File: config.mk
export PLATFORM = sky130hd
export DESIGN_NAME = rider_load_monitor
export DESIGN_NICKNAME = d
export VERILOG_FILES = /design/src/rtl/rider_pkg.sv /design/src/rtl/rider_load_monitor_sat_timer.sv /design/src/rtl/rider_load_monitor.sv
export SDC_FILE = /design/constraint.sdc
export NUM_CORES = 1
export LEC_CHECK = 0
export ABC_CLOCK_PERIOD_IN_PS = 4850
export CORE_ASPECT_RATIO = 0.5
export CORE_MARGIN = 2
export CORE_UTILIZATION = 65
export DETAILED_ROUTE_END_ITERATION = 10
export DONT_BUFFER_PORTS = 1
export HOLD_SLACK_MARGIN = 0.08
export PLACE_DENSITY = 0.81
export REMOVE_ABC_BUFFERS = 1
export SLEW_MARGIN = 20
export SYNTH_ARGS = -nofsm -noshare
export SYNTH_HDL_FRONTEND = slang
export SYNTH_SLANG_ARGS = --single-unit
File: constraint.sdc
create_clock -name clk -period 4.85 [get_ports clk]
set_input_delay 0.97 -clock clk [delete_from_list [all_inputs] [get_ports clk]]
set_output_delay 0.97 -clock clk [all_outputs]
set_load 0.05 [all_outputs]
File: src/rtl/rider_pkg.sv
// Shared widths, default thresholds/timer lengths and the flag bundle for the
// rider load monitor.
package rider_pkg;

  localparam int LD_W  = 12;
  localparam int SUM_W = 13;

  localparam logic [LD_W-1:0] MIN_RIDER_WEIGHT_DEF  = 12'h200;
  localparam logic [LD_W-1:0] HYSTERESIS_DEF        = 12'h040;
  localparam int unsigned     TMR_CYCLES_DEF        = 65_000_000;
  localparam int unsigned     STALE_CYCLES_DEF      = 1_000_000;

  // Short timer lengths so simulations finish quickly.
  localparam int unsigned     FAST_SIM_TMR_CYCLES   = 16;
  localparam int unsigned     FAST_SIM_STALE_CYCLES = 8;

  typedef struct packed {
    logic sum_gt_min;
    logic sum_lt_min;
    logic diff_gt_eigth;
    logic diff_gt_15_16;
  } rider_flags_t;

  // Qualifier set that makes the steering FSM treat the platform as empty.
  localparam rider_flags_t RIDER_OFF_FLAGS = '{
    sum_gt_min:    1'b0,
    sum_lt_min:    1'b1,
    diff_gt_eigth: 1'b0,
    diff_gt_15_16: 1'b0
  };

  function automatic logic [LD_W-1:0] abs_diff(input logic [LD_W-1:0] a,
                                               input logic [LD_W-1:0] b);
    logic signed [SUM_W-1:0] d;
    d = $signed({1'b0, a}) - $signed({1'b0, b});
    if (d < 0) begin
      d = -d;
    end
    return d[LD_W-1:0];
  endfunction

endpackage

File: src/rtl/rider_load_monitor_sat_timer.sv
// Saturating up-counter with synchronous clear; full is high while the count
// sits at MAX.
module sat_timer #(
  parameter int unsigned MAX = 16
) (
  input  logic clk,
  input  logic rst_n,
  input  logic clear,
  output logic full
);

  localparam int CW = (MAX < 1) ? 1 : $clog2(MAX + 1);
  localparam logic [CW-1:0] MAX_C = CW'(MAX);

  logic [CW-1:0] count_q;
  logic [CW-1:0] count_d;

  // Clear wins over increment; the count parks at MAX until cleared.
  always_comb begin
    count_d = count_q;
    if (clear) begin
      count_d = '0;
    end else if (count_q != MAX_C) begin
      count_d = count_q + 1'b1;
    end
  end

  always_ff @(posedge clk or negedge rst_n) begin
    if (!rst_n) begin
      count_q <= '0;
    end else begin
      count_q <= count_d;
    end
  end

  assign full = (count_q == MAX_C);

endmodule

File: src/rtl/rider_load_monitor.sv
// Load-cell capture, sum/difference arithmetic, hysteretic rider flags, plus
// the settle timer and stale-data watchdog feeding the steering-enable FSM.
module rider_load_monitor
  import rider_pkg::*;
#(
  parameter logic [LD_W-1:0] MIN_RIDER_WEIGHT = MIN_RIDER_WEIGHT_DEF,
  parameter logic [LD_W-1:0] HYSTERESIS       = HYSTERESIS_DEF,
  parameter int unsigned     TMR_CYCLES       = TMR_CYCLES_DEF,
  parameter int unsigned     STALE_CYCLES     = STALE_CYCLES_DEF
) (
  input  logic            clk,
  input  logic            rst_n,
  input  logic [LD_W-1:0] lft_ld,
  input  logic [LD_W-1:0] rght_ld,
  input  logic            ld_vld,
  input  logic            clr_tmr,
  output logic            sum_gt_min,
  output logic            sum_lt_min,
  output logic            diff_gt_eigth,
  output logic            diff_gt_15_16,
  output logic            tmr_full,
  output logic            data_stale
);

  localparam logic [SUM_W-1:0] GT_THRESH = {1'b0, MIN_RIDER_WEIGHT} + {1'b0, HYSTERESIS};
  localparam logic [SUM_W-1:0] LT_THRESH = {1'b0, MIN_RIDER_WEIGHT} - {1'b0, HYSTERESIS};

  logic [LD_W-1:0] ld_in  [2];
  logic [LD_W-1:0] ld_cap [2];

  assign ld_in[0] = lft_ld;
  assign ld_in[1] = rght_ld;

  for (genvar gi = 0; gi < 2; gi++) begin : g_cap
    logic [LD_W-1:0] cap_q;
    logic [LD_W-1:0] cap_d;

    always_comb begin
      cap_d = cap_q;
      if (ld_vld) begin
        cap_d = ld_in[gi];
      end
    end

    always_ff @(posedge clk or negedge rst_n) begin
      if (!rst_n) begin
        cap_q <= '0;
      end else begin
        cap_q <= cap_d;
      end
    end

    assign ld_cap[gi] = cap_q;
  end

  // Marks the one cycle in which the captured pair is fresh.
  logic cap_vld_q;
  logic cap_vld_d;

  assign cap_vld_d = ld_vld;

  always_ff @(posedge clk or negedge rst_n) begin
    if (!rst_n) begin
      cap_vld_q <= 1'b0;
    end else begin
      cap_vld_q <= cap_vld_d;
    end
  end

  logic [SUM_W-1:0] sum;
  logic [LD_W-1:0]  diff;
  rider_flags_t     calc_flags;

  always_comb begin
    sum  = {1'b0, ld_cap[0]} + {1'b0, ld_cap[1]};
    diff = abs_diff(ld_cap[0], ld_cap[1]);
    calc_flags.sum_gt_min    = (sum > GT_THRESH);
    calc_flags.sum_lt_min    = (sum < LT_THRESH);
    calc_flags.diff_gt_eigth = ({1'b0, diff} > (sum >> 3));
    calc_flags.diff_gt_15_16 = ({1'b0, diff} > (sum - (sum >> 4)));
  end

  logic stale;

  sat_timer #(.MAX(STALE_CYCLES)) u_stale_wdog (
    .clk   (clk),
    .rst_n (rst_n),
    .clear (ld_vld),
    .full  (stale)
  );

  sat_timer #(.MAX(TMR_CYCLES)) u_settle_tmr (
    .clk   (clk),
    .rst_n (rst_n),
    .clear (clr_tmr),
    .full  (tmr_full)
  );

  rider_flags_t flags_q;
  rider_flags_t flags_d;

  // While stale the register is loaded with the rider-off set, so the cycle
  // after a fresh strobe clears stale still shows rider-off, not old data.
  always_comb begin
    flags_d = flags_q;
    if (stale) begin
      flags_d = RIDER_OFF_FLAGS;
    end else if (cap_vld_q) begin
      flags_d = calc_flags;
    end
  end

  always_ff @(posedge clk or negedge rst_n) begin
    if (!rst_n) begin
      flags_q <= RIDER_OFF_FLAGS;
    end else begin
      flags_q <= flags_d;
    end
  end

  rider_flags_t flags_out;

  assign flags_out     = stale ? RIDER_OFF_FLAGS : flags_q;
  assign sum_gt_min    = flags_out.sum_gt_min;
  assign sum_lt_min    = flags_out.sum_lt_min;
  assign diff_gt_eigth = flags_out.diff_gt_eigth;
  assign diff_gt_15_16 = flags_out.diff_gt_15_16;
  assign data_stale    = stale;

endmodule

==> summary.md, run 1 <==
| Metric | Value |
|---|---|
| DR vias | `roughly 4700` |
| Clock Skew | `8.452 ps` |
| Critical path depth in cells | `22` |
| Num CTS Buffers | `9` |
| Max-Cap Viols | `0` |
| FF-to-FF setup slack | `between 200 and 250 ps` |
| CP max stage cell | `dfrtp_1` |
| Reg-to-Reg End | `flags_q[0]$_DFFE_PN0P_` |
| Critical Path Start | `g_cap[1].cap_q[0]$_DFFE_PN0P_` |
| FF+latch count, synth | `75` |
| Sequential share of the synthesized area | `31.75%` |
| WL/cell | `15.68 um` |
| Pre-CTS setup slack | `129.5 ps` |
| Max FO, Critical Path | `4` |
| Post-synthesis mux area share | `about 3.2%` |
| I/O pins | `34` |
| Most frequent cells in the layout | `nor2_1 (79), dfrtp_1 (74), ha_1 (54)` |
| Period Utilization, post-route | `95.33%` |
| Slew @ Worst Pin | `940.8 ps` |
| Outcome | `completed` |
| Peak Freq | `216.3 MHz` |
| Largest net degree at the start of global routing | `76` |
| DR vias/cell | `5.918` |
| H-tree depth | `3` |
| Avg Cell Area, Syn | `between 8 and 9 sq um` |
| Largest family of logic cells by synthesized area | `simple AND/OR/NAND/NOR gates` |
| Compound-Gate Fraction of Synth Area | `15.02%` |
| Crit-path max cell delay | `370 ps` |
| Sequential Power Share | `21.9%` |
| Critical Path Start Type | `flip-flop` |
| # setup viols final | `0` |
| ANT cells | `0` |
| Vias in the first global route | `4483` |
| Library cells used by synthesis | `69` |
| Switching Power | `1.284 mW` |
| Peak supply drop | `0.0004795 V` |
| Finished Cell Area | `6439 sq um` |
| Simple-gate area share of the yosys netlist | `between 20% and 30%` |
| CTS clock-pin slew for the worst setup and hold paths | `60 ps` |
| Iter 0 DRT Violations | `277` |
| CTS tree | `done` |
| RD Place Congestion | `0.8580` |
| FILL cells | `~660` |
| Total track usage | `26.00%` |
| Slew Limit Headroom | `37.15%` |
| First-pass detailed-route iteration total | `4` |
| Total power | `3.137 mW` |
| Fraction of layout cells with a size suffix above 1 | `10.40%` |
| Chip width | `138.9 um` |
| Initial antenna violation count | `0` |
| WP data arrival | `a little under 5000 ps` |
| Logic gate share of total power | `56.2%` |
| First-pass GRT wire length | `21.08 mm` |
| Placed instance area | `slightly above 6000 sq um` |
| CP bufs+invs | `3` |
| Syn-to-layout area delta | `8.841%` |
| RR Startpoint | `g_cap[1].cap_q[0]$_DFFE_PN0P_` |
| RSZ-0062 raised after global routing | `yes` |
| Row count | `24` |
| CP endpoint | `flags_q[0]$_DFFE_PN0P_` |
| Reg2reg path depth | `22` |
| Total negative setup slack | `0 ps` |
| Setup ws final | `226.4 ps` |
| Async set-reset flop share out of synthesis | `100.0%` |
| Max Used Layer | `met4` |
| Met1 Routed Length | `5.924 mm` |
| Post-Synth Adder-Cell Area | `13.07%` |
| CTS Buffer Depth | `2` |
| Crit-path cells | `ha_2 > inv_1 > fa_2 > o21bai_1 > a21oi_1 > xnor2_1 > inv_1 > ha_2 > fa_2 > inv_2 > a21oi_1 > o21bai_1 > nand2_1 > o31ai_4 > a31oi_1 > xor2_1 > ha_1 > nand2_1 > nor4_2 > a211o_1 > a41oi_2 > o211a_1` |
| Largest delay share family, worst path | `compound AO/OA/AOI/OAI gates` |
| Port bufs | `0` |
| Clk pwr share | `21.9%` |
| Root Buffer Master | `clkbuf_16` |
| Met2 wire length | `5.811 mm` |
| Syn Inst Count | `668` |
| Routed WL | `approximately 12 mm` |
| Critical path type | `reg2reg` |
| GRT Residual Overflow | `0` |
| Internal power | `1.853 mW` |
| Setup crit end kind | `flip-flop` |
| Layout Nets | `756` |
| Storage cell area | `~1900 sq um` |
| Commonest non-fill, non-tap cell in the layout | `nor2_1` |
| Post-synth EDFFs | `0` |
| DRT antenna net count | `0` |
| Net Sw Frac | `40.93%` |
| Initial Util | `67.47%` |
| Pwr dens | `487.2 nW/um^2` |
| Clock sinks | `75` |
| Die height | `71.46 um` |
| Hold Crit Class | `in2async` |
| Yosys warning count | `0` |
| Pleak | `2.827 nW` |
| Core area | `8768 sq um` |
| Met3 Wirelength | `528 um` |
| Final critical-path required period | `between 4000 and 5000 ps` |
| Area of the multi-input gates | `3849 sq um` |
| Final core occ | `73.43%` |
| Post-DP HPWL | `approximately 9.1 mm` |
| Top_reg_cell synth | `dfrtp_1` |
| Netlist Area Pre-Place | `5916 sq um` |
| Die area | `9927 sq um` |
| Hold Vio Cnt, Final | `0` |
| Worst-skew pair later-pin latency | `340 ps` |
| CTS Hold Bufs | `0` |
| WP data required | `between 5000 and 6000 ps` |
| Synth Area in XOR/XNOR | `11.78%` |
| Drc violations | `0` |
| Final slew viol count | `0` |
-- how the worst min path moves through the flow --
stage,to,cells after the start,startpoint
2_1_floorplan,u_settle_tmr.count_q[24]$_DFFE_PN0P_,2,u_settle_tmr.count_q[24]$_DFFE_PN0P_
3_3_place_gp,u_settle_tmr.count_q[19]$_DFFE_PN0P_,2,u_settle_tmr.count_q[19]$_DFFE_PN0P_
3_5_place_dp,u_settle_tmr.count_q[19]$_DFFE_PN0P_,2,u_settle_tmr.count_q[19]$_DFFE_PN0P_
4_1_cts,u_settle_tmr.count_q[24]$_DFFE_PN0P_,0,rst_n
5_1_grt,u_stale_wdog.count_q[15]$_DFFE_PN0P_,0,rst_n
6_report,u_settle_tmr.count_q[24]$_DFFE_PN0P_,0,rst_n
-- routing by layer --
metal	GRT usage [%]	up-vias
met3	4.412	15
li1	-	2337
met4	6.622	0
met1	36.10	2232
met2	43.30	91
met5	0	-
-- flip-flops by register name (all words and copies together), names as in the netlist --
| register | count |
|---|---|
| u_settle_tmr.count_q | 26 |
| g_cap.cap_q | 24 |
| u_stale_wdog.count_q | 20 |
| flags_q | 4 |
| cap_vld_q | 1 |
-- cell usage after synthesis (2+ instances only) --
cell type / number / share of area (%)
nand2_1: 42 / 2.7
and2_1: 6 / 0.63
and4_1: 3 / 0.44
and3_1: 14 / 1.5
mux2i_1: 4 / 0.68
o31ai_1: 5 / 0.63
o211a_1: 2 / 0.34
o311ai_0: 3 / 0.44
dfrtp_1: 74 / 31
nand4_1: 12 / 1.3
a221o_1: 2 / 0.34
nor3_1: 11 / 0.93
o21ai_0: 32 / 2.7
clkbuf_1: 14 / 0.89
o21a_1: 5 / 0.63
o21bai_1: 3 / 0.38
xnor2_1: 41 / 6.1
xor2_1: 34 / 5.0
fa_1: 3 / 1.0
nor4_1: 7 / 0.74
inv_1: 42 / 2.7
ha_1: 57 / 12
nand2b_1: 8 / 0.85
o21ai_1: 2 / 0.17
a211oi_1: 5 / 0.63
a21oi_1: 28 / 2.4
nor2_1: 79 / 5.0
nor2b_1: 15 / 1.6
a41oi_1: 3 / 0.44
a31o_1: 2 / 0.30
mux2_2: 13 / 2.5
buf_2: 7 / 0.59
a31oi_1: 5 / 0.53
nor4b_1: 2 / 0.30
nand3_1: 29 / 2.5
or2_2: 2 / 0.21
a21o_1: 6 / 0.76
o31a_1: 2 / 0.30
o211ai_1: 3 / 0.38
or3_1: 12 / 1.3
-- cell families after synthesis --
| logic type | Yosys count |
|---|---|
| AO/OA/AOI/OAI | 125 |
| XOR/XNOR | 77 |
| adder cells (fa/ha/maj) | 60 |
| buffers and inverters | 66 |
| flip-flops | 75 |
| multiplexers | 17 |
| AND/OR/NAND/NOR | 248 |
-- stage by stage --
| step | hold slack, ps | std cells |
|---|---|---|
| final | 320.6 | 790 |
| after detailed placement | 523.0 | 772 |
| after global placement | 515.3 | 772 |
| after CTS | 310.1 | 788 |
| after global routing | 311.9 | 790 |
| after floorplan | 496.6 | 644 |
-- cell type report --
cell class	count	area share [%]
multi-input combinational	527	59.77
tap	117	2.274
clock buffer	10	3.712
timing repair buffer	13	1.516
inverter	42	2.448
sequential	75	29.17
clock inverter	6	1.108
-- power by group through the flow --
stage / Clock, mW / Combinational (mW) / Sequential [mW]
final: 0.688 / 1.76 / 0.686
after global routing: 0.731 / 1.97 / 0.690
after CTS: 0.702 / 1.67 / 0.686
after detailed placement: 0 / 1.66 / 0.697
after global placement: 0 / 1.59 / 0.696
after floorplan: 0 / 1.30 / 0.690
-- repair_timing --
| item | in CTS | in global routing |
|---|---|---|
| gates resized for setup | 0 | 17 |
| buffers inserted | 0 | 2 |
| setup endpoints to repair | 0 | 1 |
Power figures use the tool's default switching activity.
==> run 2, diff against run 1 <==
--- a/config.mk
+++ b/config.mk
@@ -8,11 +8,11 @@
 export ABC_CLOCK_PERIOD_IN_PS = 4850
 export CORE_ASPECT_RATIO = 0.5
 export CORE_MARGIN = 2
-export CORE_UTILIZATION = 65
+export CORE_UTILIZATION = 45
 export DETAILED_ROUTE_END_ITERATION = 10
 export DONT_BUFFER_PORTS = 1
+export GPL_ROUTABILITY_DRIVEN = 0
 export HOLD_SLACK_MARGIN = 0.08
-export PLACE_DENSITY = 0.81
 export REMOVE_ABC_BUFFERS = 1
 export SLEW_MARGIN = 20
 export SYNTH_ARGS = -nofsm -noshare
==> summary.md, run 2 (synthesis gave the netlist of run 1 again) <==
| Metric | Value |
|---|---|
| Largest registers | `u_settle_tmr.count_q x26, g_cap.cap_q x24, u_stale_wdog.count_q x20` |
| DP Cell Count | `825` |
| Port bufs | `0` |
| CP bufs+invs | `3` |
| Layout Cells excl Fill | `847` |
| Initial Util | `46.45%` |
| Core area | `12740 sq um` |
| Peak Freq | `219.7 MHz` |
| Total track usage | `18.64%` |
| Syn-to-layout area delta | `10.62%` |
| Crit-path cells | `ha_2 > inv_1 > fa_2 > o21bai_1 > a21oi_1 > xnor2_2 > inv_1 > ha_2 > fa_2 > inv_1 > a21oi_1 > o21bai_1 > nand2_1 > o31ai_4 > a311oi_2 > o21ai_1 > xnor2_1 > ha_1 > o21ai_0 > nor2_1 > o21ai_1 > a211o_1 > a41oi_1 > o211a_1` |
| Logic gate share of total power | `about 56%` |
| Die area | `14130 sq um` |
| H-tree depth | `3` |
| Commonest non-fill, non-tap cell in the layout | `nor2_1` |
| # setup viols final | `0` |
| Switching Power | `roughly 1.3 mW` |
| Chip width | `~170 um` |
| Max FO, Critical Path | `4` |
| Peak supply drop | `between 0.0002 and 0.00025 V` |
| Hold Crit Class | `in2async` |
| WP data arrival | `approximately 4800 ps` |
| DRT antenna net count | `0` |
| Final critical-path required period | `4551 ps` |
| WP data required | `just over 5000 ps` |
| Net Sw Frac | `39.91%` |
| Slew @ Worst Pin | `1017 ps` |
| Hold WS | `327.6 ps` |
| Die height | `85.08 um` |
| Period Utilization, post-route | `93.84%` |
| Sequential Power Share | `21.6%` |
| Internal power | `1.905 mW` |
| Largest net degree at the start of global routing | `76` |
| Root Buffer Master | `clkbuf_16` |
| Max-Cap Viols | `0` |
| Finished Cell Area | `6544 sq um` |
| Clock Skew | `7.295 ps` |
| ANT cells | `0` |
| Vias in the first global route | `about 4400` |
| Num CTS Buffers | `9` |
| Most frequent cells in the layout | `nor2_1 (79), dfrtp_1 (74), ha_1 (54)` |
| Pre-CTS setup slack | `between 100 and 150 ps` |
| Largest register FFs | `26` |
| Clock sinks | `75` |
| Final slew viol count | `0` |
| Pleak | `2.850 nW` |
| Critical path type | `reg2reg` |
| FF-to-FF setup slack | `between 200 and 300 ps` |
| WL/cell | `14.93 um` |
| CTS tree | `done` |
| Largest register by flop count | `u_settle_tmr.count_q` |
| Fraction of layout cells with a size suffix above 1 | `10.49%` |
| Setup ws final | `298.8 ps` |
| Slew Limit Headroom | `32.04%` |
| Final core occ | `51.38%` |
| Pwr dens | `484.3 nW/um^2` |
| DR vias | `4607` |
| Hold Vio Cnt, Final | `0` |
| Drc violations | `0` |
| Initial antenna violation count | `0` |
| Outcome | `completed` |
| Total negative setup slack | `0 ps` |
| Routed WL | `12.65 mm` |
| First-pass GRT wire length | `21.54 mm` |
| Setup crit end kind | `flip-flop` |
| Placed instance area | `6118 sq um` |
| Total power | `between 3 and 4 mW` |
| Crit-path max cell delay | `370 ps` |
| Largest delay share family, worst path | `compound AO/OA/AOI/OAI gates` |
| Iter 0 DRT Violations | `305` |
| Clk pwr share | `22.8%` |
| First-pass detailed-route iteration total | `4` |
| Critical Path Start Type | `flip-flop` |
| Post-DP HPWL | `9.509 mm` |
| GRT Residual Overflow | `0` |
| Row count | `29` |
| I/O pins | `34` |
| Layout Nets | `760` |
| CTS Buffer Depth | `2` |
| DR vias/cell | `5.439` |
| Cell mode on critical path | `inv_1` |
| CP max stage cell | `fa_2` |
| CTS clock-pin slew for the worst setup and hold paths | `60 ps` |
| Worst-skew pair later-pin latency | `330 ps` |
## run 2: layer usage
| metal | global-route usage [%] | up-vias | part of all wire [%] |
|---|---|---|---|
| met5 | 0 | - | 0 |
| met4 | 4.427 | 0 | 0.83 |
| met3 | 3.312 | 10 | 2.4 |
| met2 | 30.29 | 56 | 45 |
| met1 | 26.14 | 2195 | 52 |
| li1 | - | 2346 | - |
## run 2: worst register-to-register path: cells and delay by family (launching register included)
family,cells,cell delay [ps]
AO/OA/AOI/OAI,12,1990
adder cells (fa/ha/maj),5,1420
flip-flops,1,350
XOR/XNOR,2,290
AND/OR/NAND/NOR,2,240
buffers and inverters,3,210
## run 2: final timing paths
| path | startpoint | to | depth (start not counted) |
|---|---|---|---|
| min in group clk | flags_q[3]$_DFFE_PN0P_ | flags_q[3]$_DFFE_PN0P_ | 2 |
| hold / removal | rst_n | u_settle_tmr.count_q[1]$_DFFE_PN0P_ | 0 |
| setup reg to reg | g_cap[0].cap_q[0]$_DFFE_PN0P_ | flags_q[0]$_DFFE_PN0P_ | 24 |
| hold reg to reg | flags_q[3]$_DFFE_PN0P_ | flags_q[3]$_DFFE_PN0P_ | 2 |
| setup / recovery | g_cap[0].cap_q[0]$_DFFE_PN0P_ | flags_q[0]$_DFFE_PN0P_ | 24 |
| max in group asynchronous | rst_n | flags_q[2]$_DFFE_PN1P_ | 0 |
## run 2: timing repair
| action | CTS | global route |
|---|---|---|
| setup buffers | 0 | 6 |
| endpoints found under the hold margin | 0 | 0 |
| endpoints found under the setup margin | 0 | 1 |
| resized for setup | 0 | 14 |
| hold buffers | 0 | 0 |
## run 2: area by class of cell
class                   count  area (sq um)
multi-input cells         527          3850
repair buffers             17         127.6
clock buffers              11         232.7
fillers                  1189          6192
well taps                 170         212.7
clock inverters             5         85.08
inverters                  42         157.7
flip-flops and latches     75          1878
## run 2: power groups by stage
stage	Sequential [mW]	Clock (mW)	Combinational [mW]
6_report	0.684	0.722	1.76
2_1_floorplan	0.690	0	1.30
5_1_grt	0.689	0.767	1.96
4_1_cts	0.684	0.746	1.68
3_5_place_dp	0.696	0	1.67
3_3_place_gp	0.694	0	1.64
